==> src/rtl/sample_capture_gate.sv <==
// Capture gate feeding the sample-file writer: arm on start, wait for a trigger, forward decimated narrowed samples.
// Optional feature: define CAPTURE_ROUND_EN for round-to-nearest with saturation instead of floor truncation.
module sample_capture_gate #(
  parameter int unsigned IN_WIDTH    = 16,
  parameter int unsigned OUT_WIDTH   = 10,
  parameter int unsigned CNT_WIDTH   = 16,
  parameter int unsigned DECIM_WIDTH = 8
) (
  input  logic                   clk,
  input  logic                   rst,
  input  logic                   start,
  input  logic                   trig,
  input  logic [CNT_WIDTH-1:0]   cfg_len,
  input  logic [DECIM_WIDTH-1:0] cfg_decim,
  input  logic                   din_valid,
  input  logic [IN_WIDTH-1:0]    din,
  output logic                   enable,
  output logic [OUT_WIDTH-1:0]   signal_out,
  output logic                   busy,
  output logic                   done,
  output logic                   sat_flag
);

  localparam int unsigned SH = IN_WIDTH - OUT_WIDTH;

  typedef enum logic [1:0] {S_IDLE, S_ARMED, S_CAPTURE, S_DONE} state_t;

  state_t                 state_q, state_d;
  logic [CNT_WIDTH-1:0]   len_q, len_d;
  logic [CNT_WIDTH-1:0]   cnt_q, cnt_d;
  logic [DECIM_WIDTH-1:0] decim_q, decim_d;
  logic [DECIM_WIDTH-1:0] phase_q, phase_d;
  logic [OUT_WIDTH-1:0]   sample_q, sample_d;
  logic                   enable_q, enable_d;
  logic                   busy_q, busy_d;
  logic                   done_q, done_d;
  logic                   sat_q, sat_d;

  logic [OUT_WIDTH-1:0]   narrow_c;
  logic                   narrow_sat_c;

`ifdef CAPTURE_ROUND_EN
  localparam logic [IN_WIDTH:0] RND_HALF = (IN_WIDTH+1)'(1) << (SH-1);

  logic [IN_WIDTH:0]  rnd_sum;
  logic [OUT_WIDTH:0] rnd_shr;

  // Round half up in one extra bit, then clamp when the kept top bits disagree.
  always_comb begin
    rnd_sum      = {din[IN_WIDTH-1], din} + RND_HALF;
    rnd_shr      = (OUT_WIDTH+1)'(rnd_sum >> SH);
    narrow_sat_c = rnd_shr[OUT_WIDTH] != rnd_shr[OUT_WIDTH-1];
    if (narrow_sat_c) begin
      narrow_c = {rnd_shr[OUT_WIDTH], {(OUT_WIDTH-1){~rnd_shr[OUT_WIDTH]}}};
    end else begin
      narrow_c = rnd_shr[OUT_WIDTH-1:0];
    end
  end
`else
  always_comb begin
    narrow_c     = OUT_WIDTH'(din >> SH);
    narrow_sat_c = 1'b0;
  end
`endif

  always_ff @(posedge clk or posedge rst) begin
    if (rst) begin
      state_q  <= S_IDLE;
      len_q    <= '0;
      cnt_q    <= '0;
      decim_q  <= '0;
      phase_q  <= '0;
      sample_q <= '0;
      enable_q <= 1'b0;
      busy_q   <= 1'b0;
      done_q   <= 1'b0;
      sat_q    <= 1'b0;
    end else begin
      state_q  <= state_d;
      len_q    <= len_d;
      cnt_q    <= cnt_d;
      decim_q  <= decim_d;
      phase_q  <= phase_d;
      sample_q <= sample_d;
      enable_q <= enable_d;
      busy_q   <= busy_d;
      done_q   <= done_d;
      sat_q    <= sat_d;
    end
  end

  logic                   emit;
  logic [CNT_WIDTH-1:0]   cnt_inc;
  logic [DECIM_WIDTH-1:0] phase_nxt;

  always_comb begin
    state_d   = state_q;
    len_d     = len_q;
    cnt_d     = cnt_q;
    decim_d   = decim_q;
    phase_d   = phase_q;
    sample_d  = sample_q;
    sat_d     = sat_q;
    enable_d  = 1'b0;
    done_d    = (state_q == S_DONE);
    emit      = 1'b0;
    cnt_inc   = cnt_q + CNT_WIDTH'(1);
    phase_nxt = (phase_q == decim_q) ? '0 : phase_q + DECIM_WIDTH'(1);

    case (state_q)
      S_IDLE: begin
        if (start) begin
          len_d   = cfg_len;
          decim_d = cfg_decim;
          sat_d   = 1'b0;
          cnt_d   = '0;
          phase_d = '0;
          state_d = (cfg_len == '0) ? S_DONE : S_ARMED;
        end
      end
      S_ARMED: begin
        // The trigger sample occupies phase 0, so decimation counts on from it.
        if (din_valid && trig) begin
          emit    = 1'b1;
          cnt_d   = CNT_WIDTH'(1);
          phase_d = (decim_q == '0) ? '0 : DECIM_WIDTH'(1);
          state_d = (len_q == CNT_WIDTH'(1)) ? S_DONE : S_CAPTURE;
        end
      end
      S_CAPTURE: begin
        if (din_valid) begin
          phase_d = phase_nxt;
          if (phase_q == '0) begin
            emit  = 1'b1;
            cnt_d = cnt_inc;
            if (cnt_inc == len_q) begin
              state_d = S_DONE;
            end
          end
        end
      end
      S_DONE: begin
        state_d = S_IDLE;
      end
      default: begin
        state_d = S_IDLE;
      end
    endcase

    if (emit) begin
      enable_d = 1'b1;
      sample_d = narrow_c;
      if (narrow_sat_c) begin
        sat_d = 1'b1;
      end
    end

    busy_d = (state_d == S_ARMED) || (state_d == S_CAPTURE);
  end

  assign enable     = enable_q;
  assign signal_out = sample_q;
  assign busy       = busy_q;
  assign done       = done_q;
  assign sat_flag   = sat_q;

endmodule

==> config.mk <==
export PLATFORM = sky130hd
export DESIGN_NAME = sample_capture_gate
export DESIGN_NICKNAME = d
export VERILOG_FILES = /design/src/rtl/sample_capture_gate.sv
export SDC_FILE = /design/constraint.sdc
export NUM_CORES = 1
export LEC_CHECK = 0
export ABC_AREA = 1
export CAP_MARGIN = 20
export CORE_MARGIN = 2
export CORE_UTILIZATION = 30
export CTS_CLUSTER_DIAMETER = 100
export CTS_CLUSTER_SIZE = 24
export DETAILED_ROUTE_END_ITERATION = 10
export HOLD_SLACK_MARGIN = 0.12
export PLACE_DENSITY = 0.57
export SLEW_MARGIN = 10
export SYNTH_ARGS = -nofsm -noshare
export SYNTH_HDL_FRONTEND = slang
export SYNTH_SLANG_ARGS = --single-unit
==> constraint.sdc <==
create_clock -name clk -period 2.67 [get_ports clk]
set_clock_uncertainty 0.05 [all_clocks]
set_input_delay 0.534 -clock clk [delete_from_list [all_inputs] [get_ports clk]]
set_output_delay 0.534 -clock clk [all_outputs]
set_load 0.03 [all_outputs]
==> impl_metrics.csv <==
group,metric,value,unit
setup_path,cpMostUsedCell,"nand2_1",
cells_and_area,instances_no_fill,677,
route,drc,0,
setup_path,worst-setup-path-type,"reg -> reg",
synth,synth_cell_type_count,36,
setup_path,crit_required,2.85,ns
synth,yosysWarnings,0,
cells_and_area,design_area,0.00463,mm2
setup_path,cp.arrival,2.46,ns
synth,yosysSeqAreaShare,0.437,
floorplan,core_area,0.0119,mm2
setup_path,cp_max_fo,5,
clock_tree,cts.path.max_buffers,2,
synth,yosysTopAreaCell,"dfrtp_1",
global_routing,overflow,0,
floorplan,dieArea,0.0129,mm2
cells_and_area,multiInputGateArea,0.00173,mm2
setup_path,cpMaxStageDelayCell,"dfrtp_1",
floorplan,start_util,0.304,
power_and_ir_drop,irDropWorstVdd,0.000530,V
synth,syn-cell-area,0.00361,mm2
floorplan,chipWidth,114,um
floorplan,die_y,114,um
power_and_ir_drop,p_leak,2.14,nW
cells_and_area,seq_area,0.00158,mm2
synth,synth.avg_cell_area,7.75,um2
place,gp_congestion,0.870,
clock_tree,cts_made_buffers,9,
place,placed_area,0.00432,mm2
clock_tree,cts_setup_buffers,0,
job,cap_violations,0,
place,dp.cells,661,
global_routing,grt_max_degree,43,
run_status,run_status,"finished clean",
clock_tree,cts_sinks,63,
route,drt-initial-drc-count,143,
place,post-dp-hpwl,6880,um
cells_and_area,drive_gt1_frac,0.0868,
place,place_ws,0.242,ns
timing,timing.setup.tns,0,ns
timing,rsz0062_at_grt,"no",
min_path,hold_path.class,"reg -> reg",
route,detail_route.first_pass.iterations,6,
global_routing,grt.total_usage,0.154,
min_path,min-delay-start,"signal_out[6]",
synth,synth_edf_count,0,
setup_path,reg2reg_from,"cnt_q[0]",
route,vias_per_cell,4.82,
floorplan,ioPinCount,59,
cells_and_area,areaGrowthSynthToFinish,28.2,%
cells_and_area,n_fill_cell,1202,
global_routing,antenna_found_initial,0,
route,wl_per_cell,13.7,um
synth,synth-main-ff-cell,"dfrtp_1",
synth,synth_most_common_cell,"nand2_1",
clock_tree,clock_latency,0.34,ns
route,drt_wl_total,9260,um
clock_tree,root_buffer,"clkbuf_16",
setup_path,start_kind,"flip-flop",
clock_tree,ctsResizeCount,0,
timing,hold_viol,0,
route,vias,3261,
setup_path,crit_chain,"ha_1 > nand3_1 > nor2_1 > nand4_1 > nand2_1 > nand2_1 > nand2_1 > nand3_1 > nor2_1 > nand2_1 > nand2_1 > nand2_1 > nand2_1 > nand2_1 > nand2_1 > nand2_1",
route,drtAntennaViolNets,0,
clock_tree,cts.clk_slew.worst_paths,0.06,ns
power_and_ir_drop,powerDensity,967,mW/mm2
setup_path,end_kind,"flip-flop",
synth,yosys-top-cells-count,"nand2_1, inv_1, dfrtp_1, nor2_1, nand3_1",
global_routing,first_global_vias,3210,
clock_tree,holdBufCountCts,0,
cells_and_area,final_nets,579,
timing,period_share,0.854,
clock_tree,cts_max_level,3,
synth,syn_nets,520,
timing,worst_slack,0.389,ns
timing,slew_viol_final,0,
synth,async_flop_share,1.00,
synth,yosys_register_bits,63,
timing,clock.fmax,0.438,GHz
cells_and_area,diodes,0,
global_routing,grt_pass1_wl,15600,um
synth,synthTopCellsByArea,"dfrtp_1, nand2_1, inv_1, nand3_1, nor2_1",
setup_path,crit_start,"cnt_q[0]",
synth,synth_top_area_share,0.437,
clock_tree,cts_tree,"done",
timing,finalSetupViolations,0,
timing,fin_crit,2.28,ns
floorplan,fp-row-count,40,
timing,whs,0.455,ns
synth,synth_cells,466,
place,port_buffers,51,
setup_path,max_stage_delay,0.42,ns
[power by group]
group	switching (mW)	leakage, nW	total, mW	internal (mW)
logic	1.06	1.20	1.76	0.702
clock network	0.461	0.145	1.21	0.752
registers	0.249	0.796	1.50	1.25
[state kept, by name, indices dropped and copies added, names as in the netlist]
signal,count
cnt_q,16
phase_q,8
state_q,2
done,1
len_q,16
decim_q,8
enable,1
busy,1
signal_out,10
[layout make-up]
cell class                 instances  share of cell area
tap                              147              0.0397
timing repair buffer              57               0.123
clock inverter                     6              0.0146
sequential                        63               0.341
multi-input combinational        323               0.373
clock buffer                      10              0.0516
inverter                          71              0.0576
[layout by cell type, fill, tap and decap left out, drive strengths merged, types with 2 or more instances in the layout]
master,count
nand2,116
inv,73
dfrtp,63
clkdlybuf4s50,51
nor2,48
nand3,38
o21ai,24
a21oi,16
nand4,14
o22ai,13
mux2,11
nor3,10
clkbuf,10
ha,9
buf,6
nor4,5
xor2,5
xnor2,4
clkinvlp,2
[cells by family (layout without fill, tap and decap cells)]
kind of cell	Yosys count	count (layout)	synth area share
xor gates and xnor gates	10	10	0.0281
AOI/OAI and AO/OA	58	58	0.0884
and+or+nand+nor	234	234	0.295
adders and majority gates	9	9	0.0312
buffers and inverters	80	144	0.0849
DFF	63	63	0.437
muxes	11	11	0.0343
other	1	1	0.00104
[per-layer routing]
layer	global-route usage	wire [um]	up-vias
li1	-	-	1635
met2	0.242	4300	80
met4	0.0577	166	0
met3	0.0473	503	13
met1	0.200	4290	1533
met5	0	0	-
[per-stage QoR]
| stage | power [mW] | utilization |
|---|---|---|
| final | 4.48 | 0.390 |
| after global placement | 3.24 | 0.364 |
| after floorplan | 2.63 | - |
| after CTS | 4.52 | 0.390 |
| after global routing | 4.79 | 0.390 |
| after detailed placement | 3.27 | 0.364 |
[worst paths after layout]
kind                       slack (ns)             to  depth (start not counted)
max                              0.39           busy                         16
min                              0.45  signal_out[6]                          1
max reg2reg                      0.39           busy                         16
min reg2reg                      0.45  signal_out[6]                          1
max in group asynchronous        1.48      len_q[10]                          3
min in group asynchronous        0.49  signal_out[3]                          2
[critical path, delay by kind of cell, from the launching register on]
family / cells / cell delay [ns]
and+or+nand+nor: 15 / 1.46
DFF: 1 / 0.42
adders and majority gates: 1 / 0.25
Note: power is estimated with default switching activity, not from simulation.
